## src/rtl/addsub_pkg.sv

```systemverilog
// Shared state encoding, operation codes and a constant log2 helper
// for the serial adder/subtractor.
package addsub_pkg;

  typedef enum logic [1:0] {
    ST_IDLE = 2'd0,
    ST_RUN  = 2'd1,
    ST_DONE = 2'd2
  } state_t;

  localparam logic OP_ADD = 1'b0;
  localparam logic OP_SUB = 1'b1;

  // Smallest r with 2**r >= n (0 for n <= 1).
  function automatic int clog2(input int n);
    int r;
    r = 0;
    for (int i = 0; i < 31; i++) begin
      if ((1 << r) < n) r++;
    end
    return r;
  endfunction

endpackage

```

## src/rtl/full_adder.sv

```systemverilog
// One-bit full adder cell, chained to form each processing slice.
module full_adder (
  input  logic A,
  input  logic B,
  input  logic Cin,
  output logic Sum,
  output logic Cout
);

  assign Sum  = A ^ B ^ Cin;
  assign Cout = (A & B) | (Cin & (A ^ B));

endmodule

```

## src/rtl/serial_addsub.sv

```systemverilog
// Multi-cycle adder/subtractor: BITS_PER_CYCLE bits per clock through a
// ripple slice, carry held in a register, start/done handshake.
module serial_addsub
  import addsub_pkg::*;
#(
  parameter int WIDTH          = 8,
  parameter int BITS_PER_CYCLE = 1
) (
  input  logic             clk,
  input  logic             rst_n,
  input  logic             start,
  input  logic             sub,
  input  logic [WIDTH-1:0] A,
  input  logic [WIDTH-1:0] B,
  output logic             busy,
  output logic             done,
  output logic [WIDTH-1:0] Sum,
  output logic             Carry,
  output logic             Overflow
);

  localparam int NSLICE = WIDTH / BITS_PER_CYCLE;
  localparam int CW     = (clog2(NSLICE) < 1) ? 1 : clog2(NSLICE);
  localparam logic [CW-1:0] LAST = CW'(NSLICE - 1);

  if (WIDTH < 2 || (WIDTH % BITS_PER_CYCLE) != 0) begin : g_param_check
    $error("serial_addsub: WIDTH must be >= 2 and divisible by BITS_PER_CYCLE");
  end

  state_t state_reg, state_next;
  logic   load, run, last;

  logic [WIDTH-1:0]          a_sh_reg, b_sh_reg, res_reg, res_next;
  logic [WIDTH-1:0]          sum_reg;
  logic                      carry_reg, carry_out_reg, ovf_reg;
  logic [CW-1:0]             cnt_reg;
  logic [BITS_PER_CYCLE-1:0] slice_sum;
  logic                      slice_cout, msb_cin;

  // Ripple chain: each cell's carry-in comes from the previous generate block.
  for (genvar gi = 0; gi < BITS_PER_CYCLE; gi++) begin : g_fa
    logic cin, cout, s;
    if (gi == 0) begin : g_first
      assign cin = carry_reg;
    end else begin : g_next
      assign cin = g_fa[gi-1].cout;
    end
    full_adder u_fa (
      .A    (a_sh_reg[gi]),
      .B    (b_sh_reg[gi]),
      .Cin  (cin),
      .Sum  (s),
      .Cout (cout)
    );
    assign slice_sum[gi] = s;
  end

  assign slice_cout = g_fa[BITS_PER_CYCLE-1].cout;
  assign msb_cin    = g_fa[BITS_PER_CYCLE-1].cin;
  assign res_next   = (res_reg >> BITS_PER_CYCLE) |
                      (WIDTH'(slice_sum) << (WIDTH - BITS_PER_CYCLE));

  always_ff @(posedge clk or negedge rst_n) begin
    if (!rst_n) state_reg <= ST_IDLE;
    else        state_reg <= state_next;
  end

  always_comb begin
    state_next = state_reg;
    load       = 1'b0;
    run        = 1'b0;
    last       = 1'b0;
    case (state_reg)
      ST_IDLE: begin
        if (start) begin
          load       = 1'b1;
          state_next = ST_RUN;
        end
      end
      ST_RUN: begin
        run  = 1'b1;
        last = (cnt_reg == LAST);
        if (last) state_next = ST_DONE;
      end
      ST_DONE: begin
        if (start) begin
          load       = 1'b1;
          state_next = ST_RUN;
        end else begin
          state_next = ST_IDLE;
        end
      end
      default: state_next = ST_IDLE;
    endcase
  end

  always_ff @(posedge clk or negedge rst_n) begin
    if (!rst_n) begin
      a_sh_reg      <= '0;
      b_sh_reg      <= '0;
      res_reg       <= '0;
      sum_reg       <= '0;
      carry_reg     <= 1'b0;
      carry_out_reg <= 1'b0;
      ovf_reg       <= 1'b0;
      cnt_reg       <= '0;
    end else if (load) begin
      // Subtraction as A + ~B + 1: the +1 enters through the carry register.
      a_sh_reg  <= A;
      b_sh_reg  <= (sub == OP_SUB) ? ~B : B;
      carry_reg <= (sub == OP_SUB);
      cnt_reg   <= '0;
    end else if (run) begin
      a_sh_reg  <= a_sh_reg >> BITS_PER_CYCLE;
      b_sh_reg  <= b_sh_reg >> BITS_PER_CYCLE;
      res_reg   <= res_next;
      carry_reg <= slice_cout;
      cnt_reg   <= cnt_reg + 1'b1;
      if (last) begin
        sum_reg       <= res_next;
        carry_out_reg <= slice_cout;
        ovf_reg       <= slice_cout ^ msb_cin;
      end
    end
  end

  assign busy     = (state_reg == ST_RUN);
  assign done     = (state_reg == ST_DONE);
  assign Sum      = sum_reg;
  assign Carry    = carry_out_reg;
  assign Overflow = ovf_reg;

endmodule

```

## config.mk

```make
export PLATFORM = sky130hd
export DESIGN_NAME = serial_addsub
export DESIGN_NICKNAME = d
export VERILOG_FILES = /design/src/rtl/addsub_pkg.sv /design/src/rtl/full_adder.sv /design/src/rtl/serial_addsub.sv
export SDC_FILE = /design/constraint.sdc
export NUM_CORES = 1
export LEC_CHECK = 0
export ABC_CLOCK_PERIOD_IN_PS = 2100
export BUFFER_PORTS_ARGS = -buffer_cell sky130_fd_sc_hd__buf_4
export CAP_MARGIN = 5
export CORE_AREA = 2 2 46 80
export CTS_CLUSTER_DIAMETER = 60
export DETAILED_ROUTE_END_ITERATION = 7
export DIE_AREA = 0 0 48 82
export HOLD_SLACK_MARGIN = 0.08
export PLACE_DENSITY_LB_ADDON = 0.15
export SETUP_SLACK_MARGIN = 0.2
export SKIP_CTS_REPAIR_TIMING = 1
export SLEW_MARGIN = 20
export SYNTH_ARGS = -nofsm -noshare
export SYNTH_HDL_FRONTEND = slang
export SYNTH_SLANG_ARGS = --single-unit
```

## constraint.sdc

```tcl
create_clock -name clk -period 2.1 [get_ports clk]
set_clock_uncertainty 0.2 [all_clocks]
set_input_delay 0.42 -clock clk [delete_from_list [all_inputs] [get_ports clk]]
set_output_delay 0.42 -clock clk [all_outputs]
set_load 0.05 [all_outputs]
```

==> results by stage, run 1 <==
Run status:
- The run finished with clean final reports.

Setup path:
- The slowest cell on the critical path is dfrtp_1.
- The sum of buffers and inverters on the critical path is 2.
- The data required time at the worst endpoint is 1.48 ns.
- The endpoint class of the critical path is an output port.
- The maximum fanout encountered on the critical timing path is 14.
- The category of cells accounting for the largest share of critical-path delay is flip-flops.
- The critical path in this run is classified as flip-flop to output port.
- The critical path's largest stage delay is 0.44 ns.
- Counting buffers and inverters, the worst setup path is 3 cells deep.
- Traced cell by cell, the critical path runs through nand2b_4, clkinv_8, buf_6.
- The depth of the worst register-to-register path is 5.
- STA puts the critical path data arrival time at 1.16 ns.
- The element type at the critical path start is a flip-flop.

Route:
- The per-cell via count in the routed design is 5.16.
- The final wirelength is 3.14 mm.
- The average wire per standard cell is 13.5 um.
- The number of iterations in the first detailed-routing pass is 4.
- The vias after detailed routing is 1196.
- The number of nets still failing antenna checks after routing is 0.
- The remaining design rule violation count is 0.
- In this run, the number of DRC markers left after iteration 0 of detailed routing was 33.

Synthesis:
- The number of enable flip-flop cells after synthesis is 0.
- The synthesis warning total is 0.
- The number of distinct standard cells referenced by the synthesized netlist is 27.
- Summing every instance area after synthesis gives 0.00169 mm2.
- The average instance area after synthesis is between 10 and 15 um2.
- Among all flip-flop cells after synthesis, the most frequent one is dfrtp_1.
- Synthesis handed over a netlist of between 150 and 200 instances.
- Summing the sequential cell areas from Yosys gives 57.6% of the chip area.
- The post-synthesis register bit count is 39.
- The share of synthesized registers carrying an async set or reset is 100%.
- The number of nets handed over by synthesis was 174.

Floorplan:
- Pin placement for this block handled 32 I/O pins.
- For this configuration, the core starts out at a cell density of about half.
- The floorplan step set the die width to 48 um.
- The floorplan step defined a die boundary enclosing 0.00394 mm2.
- The floorplan has 28 rows.
- The vertical die dimension is 82 um.
- The core box area is 0.00333 mm2.

Global routing:
- The number of global-route vias before repair is 1178.
- The wire length of the first global-routing pass is 5.30 mm.
- Global routing finished with a remaining overflow of 0.
- The number of antenna violations at the first check in global routing is 0.
- The largest net degree at the start of global routing is 40.
- The global routing usage summed across all routing layers is 19.2%.

Finish:
- The share of post-route cells with drive strength above 1 is 29.4%.
- The net count of the finished layout is 209.
- Relative to the synthesized area, the layout overhead comes to 23.1%.
- The final antenna diode count is 0.

Worst hold path:
- The classification of the worst-slack hold path is input pin to flip-flop.
- Along the worst hold path, the cell count comes to 3.

Clocking:
- The clock latency reported for the late side of the worst-skew pair is 0.29 ns.
- The clock tree root buffer cell is clkbuf_8.
- TritonCTS built the clock tree.
- The clock sink total is 39.
- In this run the deepest clock path goes through 2 buffers.
- The register clock-pin slew on the reported worst setup and hold paths is 0.07 ns.
- Clock tree synthesis inserted a total of 5 buffers.
- The CTS H-tree depth is 2.

STA:
- The number of pins exceeding their max-slew limit in the final report came to 0.
- The post-route fraction of the period consumed by the critical path is between 80% and 90%.
- The number of hold violations in the final report is 0.
- The actual transition at the worst max-transition pin is 0.473 ns.
- Based on the critical path, the design can be clocked at up to 0.561 GHz.
- The setup-violating endpoint count in the final report is 0.
- On the final layout, the worst hold slack is 0.154 ns.
- The relative slew slack is 68.5%.
- Counting I/O delays and the setup requirement, the final critical path takes 1.78 ns.
- Setup repair after global routing left no endpoint under its margin.
- The final setup TNS is 0 ns.

Placed design:
- The HPWL after detailed placement is between 2 and 2.5 mm.
- The placer's final routability congestion estimate is about 0.75.
- Port buffering added 31 buffers.

Power:
- In this run the static leakage power is 0.000998 uW.
- The total power per unit cell area is 1670 mW/mm2.
- VDD sags by at most 0.000933 V.

Run:
- Across the run, the number of max-cap violations was 0.
cells in the final DEF, fill, tap and decap left out, types with 2 or more instances in the layout:
master    synthesis  layout
a221o_1           7       7
a22o_1            3       3
a22oi_1           2       2
a31oi_1           4       4
buf_4             2      34
clkbuf_8          0       7
dfrtp_1          39      39
ha_1              2       2
mux2_2            9       9
nand2_1          34      34
nand3_1           3       3
nor2_1           13      13
nor2b_1           2       2
nor3_1            2       2
o21ai_0           3       3
o22ai_1           2       2
xnor2_1           8       8
worst min-delay path: cells and delay by family:
kind / cells / cell delay (ns)
AO/OA/AOI/OAI: 1 / 0.05
buffers and inverters: 1 / 0.08
AND/OR/NAND/NOR: 1 / 0.05
synthesized netlist by cell type, types with 2 or more instances:
master   instances  area, um2
buf_2            5       25.0
a22o_1           3       26.3
nor2b_1          2       12.5
o22ai_1          2       12.5
a31oi_1          4       25.0
nand3_1          3       15.0
buf_6            2       22.5
a221o_1          7       70.1
nand2_1         34        128
a22oi_1          2       15.0
o21ai_0          3       15.0
xnor2_1          8       70.1
nor2_1          13       48.8
dfrtp_1         39        976
buf_4            2       15.0
mux2_2           9        101
ha_1             2       25.0
nor3_1           2       10.0
power by group:
part / total (uW) / switching, uW / internal, uW
Clock: 547 / 247 / 300
Sequential: 1320 / 218 / 1110
Combinational: 1600 / 972 / 630
layer usage:
layer	part of all wire (%)	track usage [%]	wire length, um
met1	41	23.5	1300
met2	52	31.1	1640
met3	4.3	4.62	134
met4	1.9	8.11	61
met5	0	0	0
kinds of logic (layout without fill, tap and decap cells):
group / Yosys count / count (layout) / share of synthesized area, %
AND/OR/NAND/NOR: 58 / 58 / 14.6
multiplexers: 9 / 9 / 5.99
buffers and inverters: 11 / 47 / 4.43
flip-flops: 39 / 39 / 57.6
adder cells (fa/ha/maj): 3 / 3 / 2.66
AO/OA/AOI/OAI: 22 / 22 / 9.98
XOR/XNOR: 9 / 9 / 4.66
per-stage QoR:
step / cells / setup WS (ns) / util, % / power, uW / cell area, um2
after detailed placement: 222 / 0.366 / 58.6 / 2900 / 1950
after global placement: 222 / 0.413 / 58.6 / 2850 / 1950
after floorplan: 151 / 0.372 / - / 2500 / 1690
after CTS: 230 / 0.147 / 61.6 / 3450 / 2050
after global routing: 232 / 0.252 / 62.6 / 3740 / 2080
final: 232 / 0.316 / 62.6 / 3470 / 2080
layout make-up:
| type | instances | area [um2] |
|---|---|---|
| timing repair inverter | 1 | 8.76 |
| inverter | 2 | 20.0 |
| timing repair buffer | 36 | 277 |
| sequential | 39 | 976 |
| tap | 45 | 56.3 |
| multi-input combinational | 101 | 647 |
| clock buffer | 8 | 100 |
| fill | 287 | 1240 |
path summary, 6_finish.rpt:
| kind | startpoint | slack, ns | to |
|---|---|---|---|
| setup / recovery | state_reg[0]$_DFFE_PN0P_ | 0.32 | busy |
| max in group asynchronous | rst_n | 0.94 | Overflow$_DFFE_PN0P_ |
| min in group asynchronous | rst_n | 0.43 | cnt_reg[0]$_DFFE_PN0P_ |
| setup reg to reg | cnt_reg[0]$_DFFE_PN0P_ | 0.35 | Sum[0]$_DFFE_PN0P_ |
| hold reg to reg | res_reg[1]$_DFFE_PN0P_ | 0.29 | res_reg[1]$_DFFE_PN0P_ |
| hold / removal | A[0] | 0.15 | a_sh_reg[0]$_DFFE_PN0P_ |
Note: power is estimated with default switching activity, not from simulation.
==> inputs of run 2 (changes only) <==
ABC_CLOCK_PERIOD_IN_PS = 1700   (was 2100)
clock period = 1.7 ns   (was 2.1 ns; I/O delays follow)
==> run 2 against run 1 <==
Clock-buffer cell count down 2. Largest cell class unchanged. Sequential cell count unchanged. Largest power group unchanged. Critical endpoint is now Sum[5]$_DFFE_PN0P_. Utilization up 3.0 points.
==> results by stage, run 2 (synthesized netlist as in run 1, its figures left out) <==
Finish:
- The share of post-route cells with drive strength above 1 was 34.7% (was 29.4%).
- The post-route standard cell area excluding fillers is 0.00218 mm2 (was 0.00208 mm2).
- The most frequent standard cell in the layout excluding fill and tap cells is dfrtp_1 (unchanged).
- The final antenna diode count is 0 (unchanged).
- The net count of the finished layout is 216 (was 209).
- The area overhead of the layout relative to synthesis is 29.0% (was 23.1%).
- The utilization of the core after routing was 65.6% (was 62.6%).
- Most frequent cells in the layout: dfrtp_1 (39), buf_4 (37), nand2_1 (34) (was dfrtp_1 (39), nand2_1 (34), buf_4 (34)).

Global routing:
- The largest net degree at the start of global routing was 40 (unchanged).
- The global routing usage summed across all routing layers is 18.3% (was 19.2%).
- The final global-route overflow total is 0 (unchanged).
- The number of antenna violations at the first check in global routing is 0 (unchanged).
- The wire length of the first global-routing pass is 4.93 mm (was 5.30 mm).
- The number of global-route vias before repair came to 1161 (was 1178).

STA:
- The number of pins exceeding their max-slew limit in the final report is 0 (unchanged).
- The setup-violating endpoint count in the final report is 0 (unchanged).
- The relative slew slack is 68.0% (was 68.5%).
- The actual transition at the worst max-transition pin is 0.479 ns (was 0.473 ns).
- The final setup TNS was 0 ns (unchanged).
- The final hold slack is 0.0820 ns (was 0.154 ns).
- The number of hold violations in the final report came to 0 (unchanged).
- For the finished layout, the period the worst path requires is 1.67 ns.
- The highest achievable clock rate is 0.600 GHz.
- The post-route fraction of the period consumed by the critical path is 98.0%.
- Unrepaired setup endpoints after global routing: true (was false).

Placed design:
- The placed standard-cell area was 0.00198 mm2 (was 0.00195 mm2).
- The count of buffers inserted at the top-level ports is 31 (unchanged).
- The HPWL after detailed placement is 2.21 mm (was 2.19 mm).
- The placer's final routability congestion estimate is 0.722 (was 0.748).

Power:
- The worst vdd rail ir drop is 0.000880 V (was 0.000933 V).
- The total power per unit cell area is 2030 mW/mm2 (was 1670 mW/mm2).
- The static leakage power came to 0.00104 uW (was 0.000998 uW).

Clocking:
- The CTS H-tree depth came to 2 (unchanged).
- The clock tree from TritonCTS was done (unchanged).
- The clock tree root buffer cell is clkbuf_8 (unchanged).
- The clock sink total is 39 (unchanged).
- The buffer depth of the longest clock path is 2 (unchanged).
- The register clock-pin slew on the reported worst setup and hold paths is 0.07 ns (about the same).
- The total CTS buffers is 5 (unchanged).
- The clock latency reported for the late side of the worst-skew pair is 0.28 ns (was 0.29 ns).

Setup path:
- The arrival time at the worst endpoint was 1.63 ns (was 1.16 ns).
- The endpoint class of the critical path is a flip-flop (was output port).
- The element type at the critical path start is a flip-flop (unchanged).
- The maximum fanout encountered on the critical timing path was 12 (was 14).
- The data required time at the worst endpoint is 1.67 ns (was 1.48 ns).
- The kind of critical path is flip-flop to flip-flop (was flip-flop to output port).

Route:
- The vias after detailed routing is 1239 (was 1196).
- The number of iterations in the first detailed-routing pass is 4 (unchanged).
- The number of nets still failing antenna checks after routing is 0 (unchanged).
- The per-cell via count in the routed design is 5.21 (was 5.16).
- The final wirelength was 3.20 mm (was 3.14 mm).
- The average wire per standard cell came to 13.4 um (was 13.5 um).
- The number of violations reported at the end of detailed-routing iteration 0 was 21 (was 33).
- The remaining design rule violation count is 0 (unchanged).

Floorplan:
- The total I/O pin count is 32 (unchanged).
- The chip width is 48 um (unchanged).
- The area of the die is 0.00394 mm2 (unchanged).
- The vertical die dimension came to 82 um (unchanged).
- The initial standard-cell utilization of the core is 50.9% (unchanged).
- The core box area is 0.00333 mm2 (unchanged).
- The number of standard-cell rows in the floorplan is 28 (unchanged).

Run status:
- Status: completed (unchanged).

Worst hold path:
- The classification of the worst-slack hold path is input pin to flip-flop (unchanged).

Run:
- The max-cap violation count is 0 (unchanged).
run 2: cell types whose count changed in the layout (fill, tap and decap cells not counted), sizes merged:
cell and change:
buf +7, clkbuf -2, clkinv +1, dlygate4sd3 +1, inv -1
run 2: power breakdown:
group	switching, uW	internal (uW)
logic	1220	969
registers	286	1370
clock network	285	318
run 2: area by class of cell:
cell class | instances | area [um2]
sequential | 39 | 976
multi-input combinational | 101 | 677
fill | 266 | 1140
clock inverter | 1 | 5.00
tap | 45 | 56.3
inverter | 2 | 12.5
clock buffer | 6 | 82.6
timing repair buffer | 44 | 375
run 2: metal layers:
layer | GRT usage, % | vias to the layer above | routed length [um] | part of all wire (%)
met1 | 19.4 | 601 | 1250 | 39
met3 | 7.69 | 8 | 141 | 4.4
met2 | 29.7 | 33 | 1710 | 53
li1 | - | 597 | - | -
met4 | 9.19 | 0 | 93 | 2.9
met5 | 0 | - | 0 | 0
run 2: worst paths after layout:
path	start	endpoint	slack, ns	depth (start not counted)
max in group asynchronous	rst_n	a_sh_reg[7]$_DFFE_PN0P_	0.60	2
max reg2reg	cnt_reg[1]$_DFFE_PN0P_	Sum[5]$_DFFE_PN0P_	0.03	5
max	cnt_reg[1]$_DFFE_PN0P_	Sum[5]$_DFFE_PN0P_	0.03	5
min in group asynchronous	rst_n	Sum[0]$_DFFE_PN0P_	0.36	2
min reg2reg	Overflow$_DFFE_PN0P_	Overflow$_DFFE_PN0P_	0.28	2
min	A[0]	a_sh_reg[0]$_DFFE_PN0P_	0.08	3
run 2: worst max-delay path, stage by stage (launching register included):
cell and delay [ns]:
dfrtp_1 0.39, ha_2 0.20, ha_4 0.15, nand3b_1 0.12
buf_12 0.15, mux2_2 0.34
run 2: stage by stage:
step / setup WS (ns) / instances / power [uW]
after CTS: -0.110 / 230 / 4230
after global routing: -0.0230 / 238 / 4760
final: 0.0339 / 238 / 4440
after detailed placement: 0.0411 / 223 / 3610
after global placement: 0.0821 / 223 / 3550
after floorplan: 0.0780 / 151 / 3120
